--- config.mk ---
export PLATFORM = sky130hd
export DESIGN_NAME = vga_layer_mixer
export DESIGN_NICKNAME = d
export VERILOG_FILES = /design/src/rtl/vga_layer_mixer.sv
export SDC_FILE = /design/constraint.sdc
export NUM_CORES = 1
export LEC_CHECK = 0
export CELL_PAD_IN_SITES_DETAIL_PLACEMENT = 1
export CELL_PAD_IN_SITES_GLOBAL_PLACEMENT = 1
export CORE_ASPECT_RATIO = 1.1
export CORE_MARGIN = 8
export CORE_UTILIZATION = 35
export CTS_CLUSTER_SIZE = 24
export DETAILED_ROUTE_END_ITERATION = 16
export PLACE_DENSITY = 0.79
export SYNTH_ARGS = -nofsm -noshare
export SYNTH_HDL_FRONTEND = slang
export SYNTH_SLANG_ARGS = --single-unit
--- constraint.sdc ---
create_clock -name clk -period 4.5 [get_ports clk]
set_input_delay 1.35 -clock clk [delete_from_list [all_inputs] [get_ports clk]]
set_output_delay 1.35 -clock clk [all_outputs]
set_load 0.005 [all_outputs]
--- src/rtl/vga_layer_mixer.sv ---
// Layer priority mixer for the VGA path: picks the top active layer, aligns sync to the
// three-stage pipeline, converts RGB565 to 12-bit VGA and applies a frame-stepped fade ramp.
module vga_layer_mixer #(
  parameter int unsigned NUM_LAYERS = 4,
  parameter int unsigned FADE_DIV   = 2,
  parameter bit          SYNC_IDLE  = 1'b1
) (
  input  logic                    clk,
  input  logic                    rst,
  input  logic                    hs_in,
  input  logic                    vs_in,
  input  logic                    video_on_in,
  input  logic [16*NUM_LAYERS-1:0] layer_color,
  input  logic [NUM_LAYERS-1:0]   layer_disp,
  input  logic [15:0]             bg_color,
  input  logic                    fade_out_req,
  input  logic                    fade_in_req,
  output logic [3:0]              r,
  output logic [3:0]              g,
  output logic [3:0]              b,
  output logic                    hs,
  output logic                    vs,
  output logic                    fade_busy,
  output logic                    fade_done,
  output logic [4:0]              level
);

  localparam logic [7:0] DivLast = 8'(FADE_DIV - 1);

  typedef enum logic [1:0] {StVisible, StFadeOut, StBlack, StFadeIn} state_e;

  // Stage A: control signals delayed one cycle to line up with the registered layer colours.
  logic [NUM_LAYERS-1:0] disp_a;
  logic                  hs_a, vs_a, von_a;

  always_ff @(posedge clk) begin
    if (rst) begin
      disp_a <= '0;
      hs_a   <= SYNC_IDLE;
      vs_a   <= SYNC_IDLE;
      von_a  <= 1'b0;
    end else begin
      disp_a <= layer_disp;
      hs_a   <= hs_in;
      vs_a   <= vs_in;
      von_a  <= video_on_in;
    end
  end

  // Scan from the lowest priority upwards so the lowest active index is the last to win.
  logic [15:0] sel_color;

  always_comb begin
    sel_color = bg_color;
    for (int i = int'(NUM_LAYERS) - 1; i >= 0; i--) begin
      if (disp_a[i]) begin
        sel_color = layer_color[16*i +: 16];
      end
    end
  end

  // Stage B
  logic [15:0] color_b;
  logic        hs_b, vs_b, von_b;

  always_ff @(posedge clk) begin
    if (rst) begin
      color_b <= '0;
      hs_b    <= SYNC_IDLE;
      vs_b    <= SYNC_IDLE;
      von_b   <= 1'b0;
    end else begin
      color_b <= sel_color;
      hs_b    <= hs_a;
      vs_b    <= vs_a;
      von_b   <= von_a;
    end
  end

  // RGB565 low bits are dropped when narrowing to 4 bits per channel.
  logic unused_color_bits;
  assign unused_color_bits = ^{color_b[11], color_b[6:5], color_b[0]};

  function automatic logic [3:0] scale(input logic [3:0] ch, input logic [4:0] lv);
    logic [8:0] prod;
    prod = {5'b0, ch} * {4'b0, lv};
    return 4'(prod >> 4);
  endfunction

  // Stage C
  always_ff @(posedge clk) begin
    if (rst) begin
      r  <= '0;
      g  <= '0;
      b  <= '0;
      hs <= SYNC_IDLE;
      vs <= SYNC_IDLE;
    end else begin
      hs <= hs_b;
      vs <= vs_b;
      if (von_b) begin
        r <= scale(color_b[15:12], level);
        g <= scale(color_b[10:7], level);
        b <= scale(color_b[4:1], level);
      end else begin
        r <= '0;
        g <= '0;
        b <= '0;
      end
    end
  end

  // Rising edge of the stage-A vsync; stage B holds the previous stage-A value.
  logic frame_tick;
  assign frame_tick = vs_a & ~vs_b;

  state_e     state_q;
  logic [7:0] div_q;

  always_ff @(posedge clk) begin
    if (rst) begin
      state_q   <= StVisible;
      level     <= 5'd16;
      div_q     <= '0;
      fade_done <= 1'b0;
      fade_busy <= 1'b0;
    end else begin
      fade_done <= 1'b0;
      case (state_q)
        StVisible: begin
          if (fade_out_req) begin
            state_q   <= StFadeOut;
            div_q     <= '0;
            fade_busy <= 1'b1;
          end
        end
        StBlack: begin
          if (fade_in_req) begin
            state_q   <= StFadeIn;
            div_q     <= '0;
            fade_busy <= 1'b1;
          end
        end
        StFadeOut: begin
          if (frame_tick) begin
            if (div_q == DivLast) begin
              div_q <= '0;
              level <= level - 5'd1;
              if (level == 5'd1) begin
                state_q   <= StBlack;
                fade_busy <= 1'b0;
                fade_done <= 1'b1;
              end
            end else begin
              div_q <= div_q + 8'd1;
            end
          end
        end
        StFadeIn: begin
          if (frame_tick) begin
            if (div_q == DivLast) begin
              div_q <= '0;
              level <= level + 5'd1;
              if (level == 5'd15) begin
                state_q   <= StVisible;
                fade_busy <= 1'b0;
                fade_done <= 1'b1;
              end
            end else begin
              div_q <= div_q + 8'd1;
            end
          end
        end
        default: state_q <= StVisible;
      endcase
    end
  end

endmodule
==> out/results.ini <==
[sta]
finalClockSkew_ns=0.0102
drv_slew=0
grt_setup_unrepaired=no
fin_ws_ns=1.15
worstMarginPinSlew_ns=1.06
min_period_ns=3.35
holdWs_ns=0.418
fin_tns_setup_ns=0
setup_violations=0
hold_viol=0
period_share=0.744
fmax_mhz=299
relSlewSlack=0.293

[floorplanning]
rows=40
placeableCoreArea_sq_mm=0.0108
die_area_sq_mm=0.0145
die_y_microns=125
initial_core_util=0.354
num_io_pins=112
die_w_microns=115

[clock_network]
cts-resized-gates=0
path_clk_slew_ns=0.08
clk_latency_ns=0.30
htree_num_levels=2
ctsHoldBuffers=0
cts_buffers=5
cts_tree=built
clk_root_buffer_cell=clkbuf_16
clockBufferDepth=2
clock-sinks=53
cts_setup_buffers=0

[global_route]
grt_antenna_before_repair=0
use_met1=0.151
first_global_vias=3628
grt.overflow.total=0
grt_max_degree=25
grtUsageMet3=0.0419
busiest_layer=met2
grt_pass1_wl_mm=17.1
grtUsageTotal=0.144
use_met2=0.266

[synth]
syn_inst=428
ys_seq_area_frac=0.279
syn_avg_cell_area_sq_um=8.90
ys_ff_latch=53
synth_edf_count=0
synth_area_sq_mm=0.00381
synth_cell_types=50
synth_top_flop_cell=dfxtp_1
async_flop_share=0
yosys_warnings=0
synth_nets=571

[layout]
multi_input_area_sq_mm=0.00255
fill_cells=1265
syn2layout_area_growth_pct=30.8
drive_gt1_frac=0.0472
fin_nets=651
diodes=0
seqCellArea_sq_mm=0.00106

[hold_path]
min_path_type=reg -> reg
whs_path_depth=1

[worst_setup_path]
start_kind=flip-flop
cp.required_ns=4.72
worst-path-max-fanout=19
arrival_ns=3.57
crit_path_end_kind=flip-flop
path_class=reg -> reg
reg2reg_depth=9

[place]
preCtsSetupSlack_ns=1.15
port_buffers=91
hpwl_mm=8.31
gp_congestion=0.824

[detailed_routing]
vias=3336
drcViolationCount=0
wirelength_mm=10.3
avgRoutedWirePerCell_microns=15.7
vias_per_cell=5.09
ant_nets=0
drt-pass1-iter-count=4
drtIter0Drc=93

[flow_run]
maxCapViolCount=0

[pwr]
p_per_area_mw_per_mm2=267
clkPwrFrac=0.306
swShare=0.316
vdd_drop_max_mv=0.181
fin_total_pwr_mw=1.33
p_seq_frac=0.417
p_comb_frac=0.277
internal_power_uw=909
p_leak_nw=2.03
p_sw_uw=419

[outcome]
status=complete, no violations

## per-layer routing
layer  up-vias  wire length [microns]
met5         -                      0
met1      1603                   4300
li1       1639                      -
met4         0                    126
met3        10                    596
met2        84                   5250
## area by class of cell
cell class                 count  area share
sequential                    53       0.213
multi-input combinational    325       0.511
clock buffer                   5      0.0251
inverter                      31      0.0234
clock inverter                 3     0.00578
tap                          147      0.0369
timing repair buffer          92       0.184
## cell usage after synthesis (2+ instances only)
library cell / instances / area, sq um
o31ai_1: 5 / 37.5
a2111o_1: 3 / 33.8
nor3_1: 4 / 20.0
nand3_1: 7 / 35.0
ha_1: 37 / 463
or2_2: 6 / 37.5
dfxtp_1: 53 / 1060
a21oi_1: 25 / 125
nand2b_1: 14 / 87.6
a21o_1: 2 / 15.0
and2_1: 30 / 188
nand2_1: 34 / 128
mux2_2: 2 / 22.5
xnor2_1: 14 / 123
clkbuf_1: 13 / 48.8
o21bai_1: 3 / 22.5
o211ai_1: 3 / 22.5
a211oi_1: 4 / 30.0
fa_1: 15 / 300
nor2_1: 15 / 56.3
o21ai_0: 11 / 55.1
nand4_1: 8 / 50.1
o2111ai_1: 4 / 35.0
or4_1: 4 / 30.0
o21ai_1: 10 / 50.1
nor2b_1: 8 / 50.1
inv_1: 31 / 116
buf_2: 4 / 20.0
mux2_1: 10 / 113
mux2i_1: 14 / 140
or3_1: 4 / 25.0
and3_1: 13 / 81.3
## final timing paths
check	startpoint	end	slack (ns)
hold reg to reg	hs_b	hs	0.42
hold / removal	hs_b	hs	0.42
setup / recovery	level[1]	b[3]	1.15
setup reg to reg	level[1]	b[3]	1.15
## metrics by stage
step | instances | utilization | area [sq um]
2_1_floorplan | 428 | - | 3810
3_3_place_gp | 648 | 0.448 | 4830
3_5_place_dp | 648 | 0.448 | 4830
4_1_cts | 656 | 0.463 | 4980
5_1_grt | 656 | 0.463 | 4980
6_report | 656 | 0.463 | 4980
## logic make-up (layout without fill, tap and decap cells)
family	Yosys count	count (layout)	synth area share
AND/OR/NAND/NOR	155	155	0.231
flip-flops	53	53	0.279
adder cells (fa/ha/maj)	52	52	0.200
multiplexers	26	26	0.0723
buffers and inverters	50	131	0.0526
AO/OA/AOI/OAI	77	77	0.130
XOR/XNOR	15	15	0.0345
## registers in the layout, indices dropped and copies added, names as in the netlist
register / count
vs_a: 1
state_q: 2
hs: 1
disp_a: 4
vs: 1
von_a: 1
hs_a: 1
hs_b: 1
r: 4
color_b: 12
b: 4
fade_done: 1
vs_b: 1
g: 4
div_q: 8
fade_busy: 1
von_b: 1
level: 5
## layout by cell type (no fill, tap or decap), types with 5 or more instances in the layout
master and n:
ha_1 37, fa_1 15, and3_1 13, inv_1 31, clkdlybuf4s50_1 91, clkbuf_16 5, mux2i_1 14, a21oi_1 25
nand4_1 8, nand2_1 34, mux2_1 10, nand2b_1 14, xnor2_1 14, nand3_1 7, nor2b_1 8, o21ai_1 10
o21ai_0 11, o31ai_1 5, dfxtp_1 53, or2_2 6, nor2_1 15, and2_1 30
## critical path: stages (launching register included)
cell and delay, ns:
dfxtp_1 0.77, nand2_1 0.16, fa_1 0.53, inv_1 0.06
fa_1 0.47, ha_1 0.30, nand4_1 0.18, o2111ai_1 0.24
a2111o_1 0.46, o21ai_1 0.09
## power by group through the flow
stage / registers [mW] / logic (mW) / clock network [mW]
2_1_floorplan: 0.543 / 0.248 / 0
3_3_place_gp: 0.563 / 0.352 / 0
3_5_place_dp: 0.565 / 0.370 / 0
4_1_cts: 0.554 / 0.374 / 0.420
5_1_grt: 0.560 / 0.408 / 0.437
6_report: 0.554 / 0.369 / 0.406
Power figures use the tool's default switching activity.
